[config.mk]
export PLATFORM = sky130hd
export DESIGN_NAME = div
export DESIGN_NICKNAME = d
export VERILOG_FILES = /design/src/rtl/div_pkg.sv /design/src/rtl/div.sv
export SDC_FILE = /design/constraint.sdc
export NUM_CORES = 1
export LEC_CHECK = 0
export ABC_AREA = 1
export BUFFER_PORTS_ARGS = -buffer_cell sky130_fd_sc_hd__buf_4
export CORE_MARGIN = 3
export CORE_UTILIZATION = 55
export DETAILED_ROUTE_END_ITERATION = 10
export PLACE_DENSITY = 0.75
export RECOVER_POWER = 25
export SYNTH_ARGS = -nofsm -noshare
export SYNTH_HDL_FRONTEND = slang
export SYNTH_SLANG_ARGS = --single-unit
export TNS_END_PERCENT = 50
[constraint.sdc]
create_clock -name clk -period 13.15 [get_ports clk]
set_input_delay 1.315 -clock clk [delete_from_list [all_inputs] [get_ports clk]]
set_output_delay 1.315 -clock clk [all_outputs]
set_load 0.02 [all_outputs]
[src/rtl/div_pkg.sv]
// Shared processor definitions for the multiply/divide units.
// Operation encoding for the op input: unsigned or signed two's complement.
package div_pkg;

    localparam logic OP_DIVU = 1'b0;
    localparam logic OP_DIV  = 1'b1;

endpackage

[src/rtl/div.sv]
// Iterative restoring divider: one quotient bit per cycle, then sign fix-up.
// Latency: done pulses WIDTH+1 cycles after start is accepted, independent of operands.
// Backpressure: busy holds off new work; start while busy is ignored.
module div
    import div_pkg::*;
#(
    parameter int WIDTH = 32
) (
    input  logic             clk,
    input  logic             reset,
    input  logic [WIDTH-1:0] opA,
    input  logic [WIDTH-1:0] opB,
    input  logic             op,
    input  logic             start,
    output logic             busy,
    output logic             done,
    output logic [WIDTH-1:0] hi,
    output logic [WIDTH-1:0] lo
);

    typedef enum logic [1:0] {
        IDLE = 2'd0,
        RUN  = 2'd1,
        FIX  = 2'd2
    } state_t;

    localparam int CW = $clog2(WIDTH + 1);

    state_t           state;
    state_t           state_nxt;
    logic [CW-1:0]    cnt;
    logic [WIDTH-1:0] a_raw;
    logic [WIDTH-1:0] b_mag;
    logic [WIDTH-1:0] quo;
    logic [WIDTH-1:0] rem;
    logic             sign_a;
    logic             sign_b;

    logic             sa_in;
    logic             sb_in;
    logic [WIDTH-1:0] a_mag_in;
    logic [WIDTH-1:0] b_mag_in;
    logic [WIDTH:0]   rem_sh;
    logic             ge;
    logic [WIDTH-1:0] rem_nxt;
    logic [WIDTH-1:0] q_fix;
    logic [WIDTH-1:0] r_fix;

    // Operand magnitudes; -(2^(WIDTH-1)) maps onto itself, which is the correct unsigned magnitude.
    always_comb begin
        sa_in    = (op == OP_DIV) & opA[WIDTH-1];
        sb_in    = (op == OP_DIV) & opB[WIDTH-1];
        a_mag_in = sa_in ? -opA : opA;
        b_mag_in = sb_in ? -opB : opB;
    end

    // One restoring step on a WIDTH+1-bit partial remainder.
    always_comb begin
        rem_sh  = {rem, quo[WIDTH-1]};
        ge      = rem_sh >= {1'b0, b_mag};
        rem_nxt = ge ? WIDTH'(rem_sh - {1'b0, b_mag}) : rem_sh[WIDTH-1:0];
    end

    always_comb begin
        q_fix = (sign_a ^ sign_b) ? -quo : quo;
        r_fix = sign_a ? -rem : rem;
    end

    always_comb begin
        state_nxt = state;
        case (state)
            IDLE:    if (start) state_nxt = RUN;
            RUN:     if (cnt == CW'(WIDTH - 1)) state_nxt = FIX;
            FIX:     state_nxt = IDLE;
            default: state_nxt = IDLE;
        endcase
    end

    assign busy = (state != IDLE);

    always_ff @(posedge clk or posedge reset) begin
        if (reset) begin
            state  <= IDLE;
            cnt    <= '0;
            a_raw  <= '0;
            b_mag  <= '0;
            quo    <= '0;
            rem    <= '0;
            sign_a <= 1'b0;
            sign_b <= 1'b0;
            hi     <= '0;
            lo     <= '0;
            done   <= 1'b0;
        end else begin
            state <= state_nxt;
            done  <= 1'b0;
            case (state)
                IDLE: begin
                    if (start) begin
                        a_raw  <= opA;
                        quo    <= a_mag_in;
                        b_mag  <= b_mag_in;
                        rem    <= '0;
                        cnt    <= '0;
                        sign_a <= sa_in;
                        sign_b <= sb_in;
                    end
                end
                RUN: begin
                    rem <= rem_nxt;
                    quo <= {quo[WIDTH-2:0], ge};
                    cnt <= cnt + CW'(1);
                end
                FIX: begin
                    // Divide by zero bypasses sign correction: all-ones quotient, raw dividend as remainder.
                    if (b_mag == '0) begin
                        lo <= '1;
                        hi <= a_raw;
                    end else begin
                        lo <= q_fix;
                        hi <= r_fix;
                    end
                    done <= 1'b1;
                end
                default: ;
            endcase
        end
    end

endmodule

==> results.ini, run 1 <==
[routing]
firstDrtPassIters = 7
drc_errors = 0
route.detailed.vias_per_inst = 5.65
drt_wl_total_um = 46000
wl_per_cell_um = 17.5
via_count = 14843
drt_first_iter_violations = 1477
detail-route-antenna-nets = 0

[timing]
timing.final.max_slew_violations = 131
timing_worst_slew_pin_value_ps = 5660
highest_attainable_clock_frequency_mhz = 189
fin_tns_setup_ps = 0
hold_violations_final = 0
worst_clock_skew_ps = 24.1
max_slew_margin_pct = -279
timing.final.setup_violations = 0
hold-worst-slack_ps = 478
rsz0062_at_grt = false
timing.final.crit_period_ps = 5290
finalCritPeriodShare_pct = 40.3

[floorplan]
placeableCoreArea_um2 = 25500
die-area_um2 = 28200
die_height_um = 168
start_util_pct = 56.7
die_w_um = 168
pin_count = 134
rows = 58

[clock_network]
worst_skew_pair.late_latency_ps = 530
cts-buffers-inserted = 24
post_cts_setup_repair_bufs = 0
clock_tree.buffer_depth = 3
post_cts_resize_count = 0
clock_tree.root_cell = sky130_fd_sc_hd__clkbuf_16
path_clk_slew_ps = 60
post_cts_hold_buffer_count = 0
tritoncts_num_sinks = 203
htree_num_levels = 1
cts_tree = done

[yosys]
synth_area_leader_cell = sky130_fd_sc_hd__dfrtp_1
post_synth_instance_area_um2 = 14400
synth_nets = 2290
syn-instance-count = 2184
yosysSeqAreaShare_pct = 35.2
synthFlopType = sky130_fd_sc_hd__dfrtp_1
number_of_enable_flip_flop_cells_after_synthesis = 0
top_cell_type_s_share_of_synthesized_area_pct = 35.2
synth_area_leaders = sky130_fd_sc_hd__dfrtp_1, sky130_fd_sc_hd__nand2_1, sky130_fd_sc_hd__inv_1, sky130_fd_sc_hd__nand3_1, sky130_fd_sc_hd__nor2_1
yosysWarnings = 0
synth_async_sr_flop_share_pct = 100
yosysUniqueCellTypes = 51
syn_area_per_cell_um2 = 6.61
flop_and_latch_count_out_of_synthesis = 203

[finish]
diodes = 0
layout.cells.most_common_list = sky130_fd_sc_hd__nand2_1, sky130_fd_sc_hd__inv_1, sky130_fd_sc_hd__nor2_1, sky130_fd_sc_hd__nand3_1, sky130_fd_sc_hd__dfrtp_1
layout_commonest_cell = sky130_fd_sc_hd__nand2_1
finish.net_count = 2388
finish.cell_count_without_fillers = 2626
areaGrowthSynthToFinish_pct = 13.7
share_of_layout_cells_above_drive_strength_1_pct = 10.5

[pwr]
power-per-cell-area_nw_per_um2 = 286
worst_ir_drop_vdd_mv = 0.205
p_leak_nw = 8.53

[worst_setup_path]
reg2reg_from = state[1]
crit_path_top_delay_cell = sky130_fd_sc_hd__clkinvlp_2
timing.critical_path.from_type = primary input
path_cells = clkbuf_4 > clkinvlp_2 > buf_4
crit_arrival_ps = 5800
crit_buf_inv = 3
worst_path_dominant_cell_family = buffers and inverters
critPathMaxFanout = 130
crit_type = primary input to asynchronous set/reset pin
critPathMaxStageDelay_ps = 3120
crit_path_end_kind = asynchronous set/reset pin
worst-endpoint-required_ps = 13660
crit_path_start = reset

[run_status]
run_status = finished, violations left
failing_checks = capacitance limit, slew limit

[grt]
global_route.overflow_total = 0
antenna_found_initial = 0
grt_pass1_wl_um = 73000
grt_pass1_vias = 13759
grt_max_degree = 131
globalRouteTotalUtil_pct = 31.9

[hold_path]
timing.hold.worst.class = register to register
hold_path_startpoint = hi[15]

[run]
cap_violations = 1

[placement]
number_of_placed_cells_counting_well_taps = 2586
replace_congestion = 0.984
place_hpwl_um = 34900
io_buffers = 133

==> cells in the mapped netlist, types with 2 or more instances <==
| library cell | instances |
|---|---|
| sky130_fd_sc_hd__buf_1 | 7 |
| sky130_fd_sc_hd__or2_2 | 13 |
| sky130_fd_sc_hd__dfrtp_1 | 203 |
| sky130_fd_sc_hd__o21bai_1 | 6 |
| sky130_fd_sc_hd__o22ai_1 | 5 |
| sky130_fd_sc_hd__nor2_1 | 216 |
| sky130_fd_sc_hd__clkbuf_1 | 52 |
| sky130_fd_sc_hd__o21a_1 | 3 |
| sky130_fd_sc_hd__o211ai_1 | 12 |
| sky130_fd_sc_hd__a22oi_1 | 30 |
| sky130_fd_sc_hd__nand4_1 | 44 |
| sky130_fd_sc_hd__nor4_1 | 2 |
| sky130_fd_sc_hd__o31ai_1 | 4 |
| sky130_fd_sc_hd__nand3b_1 | 8 |
| sky130_fd_sc_hd__o41ai_1 | 2 |
| sky130_fd_sc_hd__nor2_2 | 9 |
| sky130_fd_sc_hd__xnor2_1 | 6 |
| sky130_fd_sc_hd__inv_2 | 16 |
| sky130_fd_sc_hd__inv_1 | 292 |
| sky130_fd_sc_hd__xor2_1 | 58 |
| sky130_fd_sc_hd__nor3_1 | 24 |
| sky130_fd_sc_hd__nor2_8 | 2 |
| sky130_fd_sc_hd__o21ai_0 | 127 |
| sky130_fd_sc_hd__a31oi_1 | 13 |
| sky130_fd_sc_hd__buf_2 | 6 |
| sky130_fd_sc_hd__a21oi_1 | 90 |
| sky130_fd_sc_hd__ha_1 | 37 |
| sky130_fd_sc_hd__nand2_1 | 642 |
| sky130_fd_sc_hd__nor2_4 | 2 |
| sky130_fd_sc_hd__nand3_1 | 210 |
| sky130_fd_sc_hd__and2_1 | 4 |
| sky130_fd_sc_hd__buf_6 | 5 |
| sky130_fd_sc_hd__nand2_2 | 6 |
| sky130_fd_sc_hd__o21ai_1 | 11 |
==> final cells by class <==
cell class,instances,area [um^2]
Fill cell,2323,9050
Clock inverter,7,73.8
Clock buffer,33,704
Tap cell,330,413
Inverter,308,1160
Multi-Input combinational cell,1603,7930
Sequential cell,203,5080
Timing Repair Buffer,142,1070
==> state kept, by name, indices dropped and copies added (netlist names) <==
register and cells:
lo 32, cnt 6, b_mag 32, a_raw 32
quo 32, hi 32, state 2, sign_b 1
done 1, rem 32, sign_a 1
==> metrics by stage <==
stage	setup WS (ps)	area (um^2)	power [mW]	utilization [%]
floorplan	6300	14400	3.15	-
finish	7860	16400	4.70	64.5
global route	6930	16400	5.10	64.5
global placement	8710	15600	3.95	61.4
CTS	9190	16400	4.66	64.5
detailed placement	8660	15600	3.99	61.4
==> final timing paths <==
kind | slack, ps | to | depth (start not counted)
min | 480 | hi[15] | 2
max | 7860 | a_raw[16] | 3
min in group asynchronous | 2560 | hi[9] | 2
max in group clk | 9140 | quo[26] | 8
max reg2reg | 9530 | quo[26] | 8
min reg2reg | 480 | hi[15] | 2
==> worst register-to-register path, cell delays in order (launching register included) <==
cell and delay [ps]:
sky130_fd_sc_hd__dfrtp_1 420, sky130_fd_sc_hd__nor2_1 100, sky130_fd_sc_hd__nand2_2 60, sky130_fd_sc_hd__buf_4 710
sky130_fd_sc_hd__inv_2 700, sky130_fd_sc_hd__nor2_4 760, sky130_fd_sc_hd__buf_4 550, sky130_fd_sc_hd__a22oi_1 130
sky130_fd_sc_hd__o211ai_1 130
==> metal layers <==
layer / vias up / global-route usage (%) / share of wire [%]
met5: - / 0 / 0
met4: 0 / 13.4 / 4.5
met3: 117 / 3.85 / 6.4
met2: 580 / 51.6 / 46
met1: 6919 / 43.5 / 43
li1: 7227 / - / -
==> power breakdown <==
| group | internal, mW | switching [mW] | leakage [nW] | total, mW |
|---|---|---|---|---|
| sequential | 0.923 | 0.283 | 2.49 | 1.21 |
| combinational | 0.936 | 1.90 | 5.65 | 2.84 |
| clock | 0.391 | 0.263 | 0.385 | 0.654 |
==> cell families after synthesis <==
family / after synthesis / synth area share, %
DFF: 203 / 35.2
buffers and inverters: 378 / 10.1
xor gates and xnor gates: 65 / 3.99
AOI/OAI and AO/OA: 310 / 12.1
adders and majority gates: 38 / 3.34
and+or+nand+nor: 1190 / 35.3
(Power assumes the default switching activity.)
==> run 2: changes to the inputs <==
--- a/config.mk
+++ b/config.mk
@@ -10,7 +10,7 @@
 export CORE_MARGIN = 3
 export CORE_UTILIZATION = 55
 export DETAILED_ROUTE_END_ITERATION = 10
-export PLACE_DENSITY = 0.75
+export PLACE_DENSITY = 0.78
 export RECOVER_POWER = 25
 export SYNTH_ARGS = -nofsm -noshare
 export SYNTH_HDL_FRONTEND = slang
==> constraint.sdc (replaced) <==
create_clock -name clk -period 4.7 [get_ports clk]
set_input_delay 0.47 -clock clk [delete_from_list [all_inputs] [get_ports clk]]
set_output_delay 0.47 -clock clk [all_outputs]
set_load 0.02 [all_outputs]
==> results.ini, run 2 (synthesis results as in run 1) <==
[finish]
finish.net_count = 2390
diodes = 0
multi_input_area_um2 = 7930
seq_area_um2 = 5080
fillCellCount = 2379
areaGrowthSynthToFinish_pct = 14.2
layout_commonest_cell = sky130_fd_sc_hd__nand2_1
layout.cells.most_common_list = sky130_fd_sc_hd__nand2_1, sky130_fd_sc_hd__inv_1, sky130_fd_sc_hd__nor2_1, sky130_fd_sc_hd__nand3_1, sky130_fd_sc_hd__dfrtp_1
share_of_layout_cells_above_drive_strength_1_pct = 10.5

[pwr]
power.sequential.fraction_pct = 26.1
p_clk_share_pct = 14.8
power-per-cell-area_nw_per_um2 = 806
p_sw_share_pct = 51.9
internal_power_mw = 6.40
p_leak_nw = 8.55
worst_ir_drop_vdd_mv = 0.726
total_switching_power_mw = 6.89
report.power.total_mw = 13.3
power_frac_comb_pct = 59.2

[worst_setup_path]
crit_path_top_delay_cell = sky130_fd_sc_hd__dfrtp_1
critPathMaxFanout = 35
path_cells = xnor2_2 > inv_2 > nand2_1 > nand3_1 > nand2_1 > nand2_1 > nor2_1 > nor2_1
timing.critical_path.from_type = register
crit_type = register to register
critPathMaxStageDelay_ps = 760
crit_arrival_ps = 3190
crit_path_end_kind = register
worst-endpoint-required_ps = 5120
critical_path.most_common_cell = sky130_fd_sc_hd__nand2_1

[timing]
max_slew_margin_pct = 31.3
timing.final.setup_violations = 0
finalCritPeriodShare_pct = 59.0
timing.final.max_slew_violations = 0
timing_worst_slew_pin_value_ps = 1030
hold_violations_final = 0
fin_tns_setup_ps = 0
rsz0062_at_grt = false
highest_attainable_clock_frequency_mhz = 361
worst_clock_skew_ps = 9.03
timing.final.crit_period_ps = 2770

[clock_network]
path_clk_slew_ps = 60
clock_tree.root_cell = sky130_fd_sc_hd__clkbuf_16
post_cts_resize_count = 0
post_cts_setup_repair_bufs = 0
cts_tree = done
htree_num_levels = 1
post_cts_hold_buffer_count = 0
tritoncts_num_sinks = 203
worst_skew_pair.late_latency_ps = 530
clock_tree.buffer_depth = 3
cts-buffers-inserted = 25

[floorplan]
start_util_pct = 56.7
placeableCoreArea_um2 = 25500
die_height_um = 168
die-area_um2 = 28200
die_w_um = 168
rows = 58
pin_count = 134

[placement]
place_hpwl_um = 35700
io_buffers = 133
replace_congestion = 1.04

[routing]
via_count = 15052
drt_wl_total_um = 47100
firstDrtPassIters = 6
drc_errors = 0
route.detailed.vias_per_inst = 5.72
drt_first_iter_violations = 1556
wl_per_cell_um = 17.9
detail-route-antenna-nets = 0

[grt]
globalRouteTotalUtil_pct = 32.7
grt_max_degree = 141
grt_pass1_vias = 14290
grt_pass1_wl_um = 75200
global_route.overflow_total = 0
antenna_found_initial = 0

[run]
cap_violations = 0

[hold_path]
timing.hold.worst.class = primary input to asynchronous set/reset pin

[run_status]
run_status = finished, final reports clean

-- run 2: changes by cell type in the layout (fill, tap and decap cells not counted) --
cell                         previous run  this run
sky130_fd_sc_hd__clkbuf_1               2         8
sky130_fd_sc_hd__clkbuf_8               7         2
sky130_fd_sc_hd__buf_12                 0         1
sky130_fd_sc_hd__bufinv_16              1         3
sky130_fd_sc_hd__clkbuf_16             24        25
sky130_fd_sc_hd__clkinv_2               4         2
sky130_fd_sc_hd__clkinv_4               0         2
sky130_fd_sc_hd__clkinv_8               1         0
sky130_fd_sc_hd__clkinvlp_4             1         2
sky130_fd_sc_hd__inv_16                 0         1
-- run 2: power groups by stage --
stage	Combinational [mW]	Sequential [mW]	Clock, mW
detailed placement	7.69	3.45	0
floorplan	5.42	3.40	0
global route	8.82	3.54	2.05
global placement	7.56	3.43	0
finish	7.86	3.46	1.96
CTS	7.75	3.43	1.98
-- run 2: layer usage --
layer | global-route usage, % | vias to the layer above | routed length [um]
met4 | 11.9 | 0 | 1910
met3 | 4.51 | 128 | 3970
met1 | 43.3 | 6981 | 19100
li1 | - | 7227 | -
met2 | 54.9 | 716 | 22100
met5 | 0 | - | 0
-- run 2: layout make-up --
class / instances / area share, %
clock buffers: 35 / 4.14
multi-input cells: 1603 / 48.0
clock inverters: 10 / 0.925
inverters: 308 / 7.02
repair buffers: 143 / 6.58
well taps: 330 / 2.50
flip-flops and latches: 203 / 30.8
-- run 2: critical path: cells and delay by family (launching register included) --
| kind | cells | cell delay (ps) |
|---|---|---|
| flops | 1 | 760 |
| buf+inv | 1 | 420 |
| xor+xnor | 1 | 760 |
| simple gates | 6 | 710 |
-- run 2: worst paths after layout --
kind                       startpoint         to  slack [ps]  depth (start not counted)
max                            sign_a     lo[27]        1930                          8
min                             reset   a_raw[6]         170                          3
max reg2reg                    sign_a     lo[27]        1930                          8
min reg2reg                    hi[15]     hi[15]         480                          2
max in group asynchronous       reset      lo[6]        3860                          3
min in group clk              opA[31]  a_raw[31]         210                          3
-- run 2: metrics by stage --
| step | utilization [%] | instances | hold slack, ps | instance area (um^2) | setup slack (ps) |
|---|---|---|---|---|---|
| 2_1_floorplan | - | 2184 | 448 | 14500 | 1600 |
| 3_3_place_gp | 61.5 | 2587 | 464 | 15700 | 2020 |
| 3_5_place_dp | 61.5 | 2587 | 465 | 15700 | 2000 |
| 4_1_cts | 64.8 | 2632 | 188 | 16500 | 1990 |
| 5_1_grt | 64.8 | 2632 | 222 | 16500 | 1670 |
| 6_report | 64.8 | 2632 | 169 | 16500 | 1930 |
